[src/rtl/scic_pkg.sv]
// Shared definitions for the SCIC control unit: opcodes, sequencer states,
// decode classes and bus widths.
package scic_pkg;

  localparam int unsigned ADDR_W = 16;
  localparam int unsigned DATA_W = 32;
  localparam int unsigned OP_W   = 4;

  localparam logic [OP_W-1:0] OP_NOP = 4'h0;
  localparam logic [OP_W-1:0] OP_ADD = 4'h1;
  localparam logic [OP_W-1:0] OP_SHL = 4'h2;
  localparam logic [OP_W-1:0] OP_SHR = 4'h3;
  localparam logic [OP_W-1:0] OP_LI  = 4'h4;
  localparam logic [OP_W-1:0] OP_LD  = 4'h5;
  localparam logic [OP_W-1:0] OP_OR  = 4'h6;
  localparam logic [OP_W-1:0] OP_ST  = 4'h7;
  localparam logic [OP_W-1:0] OP_BR  = 4'h8;
  localparam logic [OP_W-1:0] OP_AND = 4'h9;

  typedef logic [2:0] state_t;
  localparam state_t ST_FETCH  = 3'd0;
  localparam state_t ST_DECODE = 3'd1;
  localparam state_t ST_OPRD   = 3'd2;
  localparam state_t ST_OPWR   = 3'd3;
  localparam state_t ST_HALT   = 3'd4;

  typedef enum logic [2:0] {
    CLS_NONE,
    CLS_IMM,
    CLS_BRANCH,
    CLS_READ,
    CLS_WRITE,
    CLS_ILLEGAL
  } op_class_t;

endpackage

[src/rtl/scic_decode.sv]
// Opcode classifier: maps IR[31:28] onto the sequencing class the FSM needs.
module scic_decode
  import scic_pkg::*;
(
  input  logic [OP_W-1:0] opcode,
  output op_class_t       op_class_c
);

  always_comb begin
    op_class_c = CLS_ILLEGAL;
    case (opcode)
      OP_NOP: op_class_c = CLS_NONE;
      OP_LI:  op_class_c = CLS_IMM;
      OP_BR:  op_class_c = CLS_BRANCH;
      OP_ADD, OP_SHL, OP_SHR, OP_LD, OP_OR, OP_AND: op_class_c = CLS_READ;
      OP_ST:  op_class_c = CLS_WRITE;
      default: op_class_c = CLS_ILLEGAL;
    endcase
  end

endmodule

[src/rtl/scic_sequencer.sv]
// SCIC control unit: PC/IR and fetch/decode/execute sequencing over the shared bus.
// Build option SCIC_HALT_ON_ILLEGAL_EN: illegal opcodes halt instead of acting as NOP.
module scic_sequencer
  import scic_pkg::*;
#(
  parameter int unsigned PC_W     = 16,
  parameter int unsigned RESET_PC = 0
) (
  input  logic              clk,
  input  logic              reset,
  input  logic              run,
  output logic [ADDR_W-1:0] mem_addr,
  output logic              mem_rd,
  output logic              mem_wr,
  input  logic              mem_ready,
  input  logic [DATA_W-1:0] mem_rdata,
  output logic [ADDR_W-1:0] operand,
  output logic [OP_W-1:0]   alu_op,
  output logic              ac_load,
  output logic              halted,
  output logic              illegal
);

  state_t            state, state_nxt;
  logic [PC_W-1:0]   pc, pc_nxt;
  logic [DATA_W-1:0] ir, ir_nxt;
  logic [OP_W-1:0]   opcode;
  op_class_t         op_class;
  logic              unused_ir_bits;

  assign opcode         = ir[DATA_W-1 -: OP_W];
  assign operand        = ir[ADDR_W-1:0];
  assign unused_ir_bits = ^ir[DATA_W-OP_W-1:ADDR_W];

  scic_decode u_decode (
    .opcode     (opcode),
    .op_class_c (op_class)
  );

  always_ff @(posedge clk) begin
    if (reset) begin
      state <= ST_FETCH;
      pc    <= PC_W'(RESET_PC);
      ir    <= '0;
    end else begin
      state <= state_nxt;
      pc    <= pc_nxt;
      ir    <= ir_nxt;
    end
  end

  // Next state plus bus/datapath strobes; all strobes held low while reset is asserted.
  always_comb begin
    state_nxt = state;
    pc_nxt    = pc;
    ir_nxt    = ir;
    mem_addr  = '0;
    mem_rd    = 1'b0;
    mem_wr    = 1'b0;
    alu_op    = '0;
    ac_load   = 1'b0;
    halted    = 1'b0;
    illegal   = 1'b0;
    if (!reset) begin
      case (state)
        ST_FETCH: begin
          if (run) begin
            mem_rd   = 1'b1;
            mem_addr = ADDR_W'(pc);
            if (mem_ready) begin
              ir_nxt    = mem_rdata;
              pc_nxt    = pc + PC_W'(1);
              state_nxt = ST_DECODE;
            end
          end
        end
        ST_DECODE: begin
          state_nxt = ST_FETCH;
          case (op_class)
            CLS_IMM: begin
              ac_load = 1'b1;
              alu_op  = opcode;
            end
            CLS_BRANCH: pc_nxt    = ir[PC_W-1:0];
            CLS_READ:   state_nxt = ST_OPRD;
            CLS_WRITE:  state_nxt = ST_OPWR;
            CLS_ILLEGAL: begin
              illegal = 1'b1;
`ifdef SCIC_HALT_ON_ILLEGAL_EN
              state_nxt = ST_HALT;
`else
              state_nxt = ST_FETCH;
`endif
            end
            default: state_nxt = ST_FETCH;
          endcase
        end
        ST_OPRD: begin
          mem_rd   = 1'b1;
          mem_addr = operand;
          if (mem_ready) begin
            ac_load   = 1'b1;
            alu_op    = opcode;
            state_nxt = ST_FETCH;
          end
        end
        ST_OPWR: begin
          mem_wr   = 1'b1;
          mem_addr = operand;
          if (mem_ready) state_nxt = ST_FETCH;
        end
        ST_HALT: halted = 1'b1;
        default: state_nxt = ST_FETCH;
      endcase
    end
  end

endmodule

[config.mk]
export PLATFORM = sky130hd
export DESIGN_NAME = scic_sequencer
export DESIGN_NICKNAME = d
export VERILOG_FILES = /design/src/rtl/scic_pkg.sv /design/src/rtl/scic_decode.sv /design/src/rtl/scic_sequencer.sv
export SDC_FILE = /design/constraint.sdc
export NUM_CORES = 1
export LEC_CHECK = 0
export CORE_UTILIZATION = 35
export DETAILED_ROUTE_END_ITERATION = 12
export PLACE_DENSITY_LB_ADDON = 0.1
export SETUP_SLACK_MARGIN = 0.15
export SYNTH_ARGS = -nofsm -noshare
export SYNTH_HDL_FRONTEND = slang
export SYNTH_HIERARCHICAL = 1
export SYNTH_SLANG_ARGS = --single-unit
[constraint.sdc]
create_clock -name clk -period 2.7 [get_ports clk]
set_input_delay 0.54 -clock clk [delete_from_list [all_inputs] [get_ports clk]]
set_output_delay 0.54 -clock clk [all_outputs]
set_load 0.005 [all_outputs]
* Word-level counts from Yosys, hierarchy flattened
Memory sizes are Yosys's and may differ from the RTL's. A register that Yosys moved wholly into a read port is not among the register bits.
Index checks and enable logic that the tools add are counted.
** Storage, ports and cells
- Input bits :: 36
- Bits in registers :: 51
- Memory bits (writable) :: 0
- Output and inout bits :: 41
- Logic and storage cells :: 57
- Latch bits :: 0
- Memories :: 1
- Bits in read-only memories :: 48
** Memories
- (name not given) :: words 16, bits a word 3, read ports 1, clocked after Yosys merged registers in 1, wr ports 0, line scic_decode.sv:11 : case (opcode)
** Operators by class
- Bitwise logic cells :: 1
- Shift-type cells :: 0
- Div/mod/pow operators :: 0
- Multipliers :: 0
- Add/subtract/negate cells :: 1
- $lt $le $gt $ge :: 0
- Reductions and logical operators :: 6
- Multiplexer cells :: 32
- Equal/unequal tests :: 13
** Operator list (count)
- $mux 16 :: 5
- $pmux 16 s2 :: 2
- $mux 4 :: 5
- $add 16x1->16 const B :: 1
- $eq 3x2->1 const B :: 4
- $mux 1 :: 12
- $pmux 3 s4 :: 1
- $eq 3x3->1 const B :: 3
- $mux 3 :: 3
- $pmux 4 s2 :: 1
- $reduce_and 4->1 :: 2
- $eq 3x1->1 const B :: 2
- $ne 2x2->1 const B :: 3
- $pmux 1 s2 :: 2
- $pmux 2 s2 :: 1
- $logic_not 3->1 :: 1
- $reduce_and 3->1 :: 1
- $ne 2x1->1 const B :: 1
- $reduce_bool 2->1 :: 1
- $reduce_or 2->1 :: 1
- $not 1->1 :: 1

* Logic depth before layout (Yosys ltp)
- Depth after elaboration :: 4
- Gate-level depth with buffers :: 9
- Mapped depth without buffers :: 8

* By module
Netlist, hierarchy kept.
** By module, submodules not included
- scic_sequencer :: cells each 321, instances 1, sequential area each 760.7 um2, area each 2366.0 um2
- scic_decode :: cells each 12, instances 1, sequential area each 0.0 um2, area each 95.1 um2

* Worst setup path before layout
OpenSTA, ideal clock, no wires.
- Path kind :: flip-flop to flip-flop
- From :: register ir[29] (netlist name)
- To :: register pc[12]
- Arrival :: 2071 ps
- Buffers on the path :: 1
- Setup time :: 130 ps
- Path slack :: 499 ps
- Required time :: 2570 ps
- Clock period less this slack :: 2201 ps
- Cell stages (with the launch flop) :: 10
- Cells stage by stage :: dfxtp_1 inv_1 ha_1 mux2_4 o2bb2ai_2 or3b_4 a22o_1 buf_6 a22oi_1 o22ai_1
** RTL lines
- to (signal assigned) :: line scic_sequencer.sv:43 : pc <= PC_W'(RESET_PC);
- to (signal assigned) :: line scic_sequencer.sv:47 : pc <= pc_nxt;
- to (decl) :: line scic_sequencer.sv:25 : logic [PC_W-1:0] pc, pc_nxt;

* Worst setup path after layout
- From :: register ir[28]
- To :: output port alu_op[0]
** Between the ends
- Longest elaborated chain between the ends :: 3
- Elaborated cells between the ends (all ways) :: 4
- Those cells by class :: 4 x mux
** RTL lines
- from (decl) :: line scic_sequencer.sv:26 : logic [DATA_W-1:0] ir, ir_nxt;
- from (signal assigned) :: line scic_sequencer.sv:48 : ir <= ir_nxt;
- $mux 4 (on tied branches) :: line scic_sequencer.sv:101, scic_sequencer.sv:79
- $pmux 4 s2 (*) :: line scic_sequencer.sv:65 : case (state)
- $mux 4 (*) :: line scic_sequencer.sv:64 : if (!reset) begin
- to (decl) :: line scic_sequencer.sv:18 : output logic [OP_W-1:0] alu_op,
Every way passes the cells marked *; elsewhere a longest branch is shown, timed or not.

==> flow_summary.ini <==
[status]
outcome = finished clean

[final_layout]
drive_gt1_frac = 0.170
synthToLayoutAreaGrowth_pct = 36.7
nNetsFinal = 430
fillCellCount = 696
fin_util = 0.495
stdcell_count = 484
n_antenna_cell = 0
finalInstanceArea_um2 = 3360

[timing]
timing.fmax_mhz = 393
worstMarginPinSlew_ns = 0.527
setup_viol = 0
hold_viol_final = 0
finalCritPeriodShare = 0.942
tns_ns = 0
clock_skew_ns = 0.00746
drv_slew = 0
rsz0062_at_grt = true
period_needed_ns = 2.54
slew_headroom = 0.649

[place]
numPlacedInstances = 472
dpl-instance-area_um2 = 3140
dp_hpwl_um = 4640
gp_congestion = 0.775
portBuffers = 63

[synthesis]
synth.ff_latch_count = 38
synth_largest_area_cell = dfxtp_1
netlist_top_cells_count = nand2_1 (63), a21oi_1 (38), dfxtp_1 (38)
async_reset_ff_frac = 0
synth_area_um2 = 2460
ys_warn_count = 6
yosysMostFrequentCell = nand2_1
syn_inst = 333
synth_top_cell_area_share = 0.309
synth.distinct_cells = 52
syn_avg_cell_area_um2 = 7.39
synth_edf_count = 0
ys_seq_area_frac = 0.309
synthesis.nets = 376
synth-main-ff-cell = dfxtp_1
synth_area_leaders = dfxtp_1 (31%), nand2_1 (9.6%), a21oi_1 (7.7%)

[detailed_routing]
drt-total-wl_um = 7070
drc_errors = 0
via_per_inst = 5.29
drt_iter0_drc = 105
vias = 2558
drt_first_pass_iters = 4
wl_per_cell_um = 14.6
ant_nets = 0

[clocking]
tritoncts = yes
cts_root_buf = clkbuf_8
hold_buffers = 0
cts_sinks = 38
clock_latency_ns = 0.30
clockBufferDepth = 2
cts_max_level = 2
cts_inserted_buffers = 5
path_clk_slew_ns = 0.08

[power]
leakagePower_nw = 1.36
finalPower_mw = 1.43
peakVddDrop_mv = 0.179
p_per_area_nw_per_um2 = 424

[worst_setup_path]
cp_cell_sequence = inv_2, ha_4, mux2_4, o2bb2ai_4, nand3b_1, o21ai_1, and3_4, and2_1, dlygate4sd2_1
endpoint_kind = output port
slowest_stage = dfxtp_2
worstPathRequired_ns = 2.16
start_kind = flop
arrival_ns = 2.00
critical_path_class = reg -> out
cp_max_fo = 4
max_stage_delay_ns = 0.33

[floorplanning]
placementRows = 30
initial_core_util = 0.362
coreArea_um2 = 6790
die_w_um = 85.9
ioPinCount = 77
die_area_um2 = 7370
die_h_um = 85.9

[min_path]
hp-class = reg -> reg

[job]
cap_violations = 0

[global_route]
grtUsageTotal = 0.196
grt_max_degree = 39
grt_pass1_wl_um = 11400
antenna_found_initial = 0
grt_pass1_vias = 2344
overflow = 0
## report_power, final
group          switching, mW  leakage (nW)  internal, mW
Combinational          0.198         0.997         0.186
Clock                  0.217        0.0482         0.206
Sequential            0.0325         0.311         0.587
## cell families (layout without fill, tap and decap cells)
family          after synthesis  count (layout)  share of synthesized area
flops                        38              38                      0.309
other cells                   1               1                    0.00152
buf+inv                      46             100                      0.104
fa+ha+maj                     7               7                     0.0356
mux                           6               6                     0.0264
compound gates              100             100                      0.264
simple gates                135             136                      0.260
## worst max-delay path, delay by kind of cell, from the launching register on
| kind | cells | cell delay [ns] |
|---|---|---|
| compound gates | 2 | 0.20 |
| flops | 1 | 0.33 |
| fa+ha+maj | 1 | 0.15 |
| buf+inv | 2 | 0.30 |
| simple gates | 3 | 0.45 |
| mux | 1 | 0.27 |
## state kept, by name, indices dropped and copies added, names as in the netlist
| name | count |
|---|---|
| ir | 20 |
| pc | 16 |
| state | 2 |
## cell type report
type / count / area [µm²] / area share
repair buffers: 86 / 836 / 0.248
clock inverters: 1 / 5.00 / 0.00149
inverters: 6 / 22.5 / 0.00669
clock buffers: 7 / 86.3 / 0.0257
multi-input cells: 250 / 1530 / 0.454
well taps: 96 / 120 / 0.0357
flip-flops and latches: 38 / 767 / 0.228
## cell usage in the layout (no fill, tap or decap), types with 5 or more instances in the layout
cell type / count
and2_1: 5
nand2_1: 62
inv_2: 5
clkdlybuf4s50_1: 46
a21oi_1: 37
o21ai_0: 5
nand3_1: 9
clkbuf_8: 6
o21ai_1: 10
a22oi_1: 18
mux2i_1: 5
buf_4: 21
dlymetal6s2s_1: 12
nor2_1: 26
dfxtp_1: 33
dfxtp_2: 5
## per-layer routing
| layer | share of wire | GRT usage | up-vias |
|---|---|---|---|
| li1 | - | - | 1276 |
| met1 | 0.49 | 0.265 | 1219 |
| met2 | 0.47 | 0.314 | 54 |
| met3 | 0.034 | 0.0346 | 9 |
| met4 | 0.014 | 0.0667 | 0 |
| met5 | 0 | 0 | - |
## stage by stage
step           setup slack [ns]  hold slack (ns)
3_5_place_dp             0.0654            0.487
3_3_place_gp             0.0446            0.481
4_1_cts                   0.115            0.497
6_report                  0.157            0.495
2_1_floorplan             0.499            0.459
5_1_grt                  0.0507            0.519
## final timing paths
check | slack (ns) | cells past startpoint | endpoint | from
min | 0.50 | 2 | ir[12] | ir[12]
min reg2reg | 0.50 | 2 | ir[12] | ir[12]
max reg2reg | 0.36 | 9 | pc[12] | ir[29]
max | 0.16 | 9 | alu_op[0] | ir[28]
## what timing repair did
action | in CTS | in global routing
endpoints found under the hold margin | 0 | 0
gates cloned | 1 | 0
pin swaps | 4 | 5
setup buffers | 1 | 2
gates resized for setup | 24 | 27
setup endpoints to repair | 23 | 23
Power figures use the tool's default switching activity.
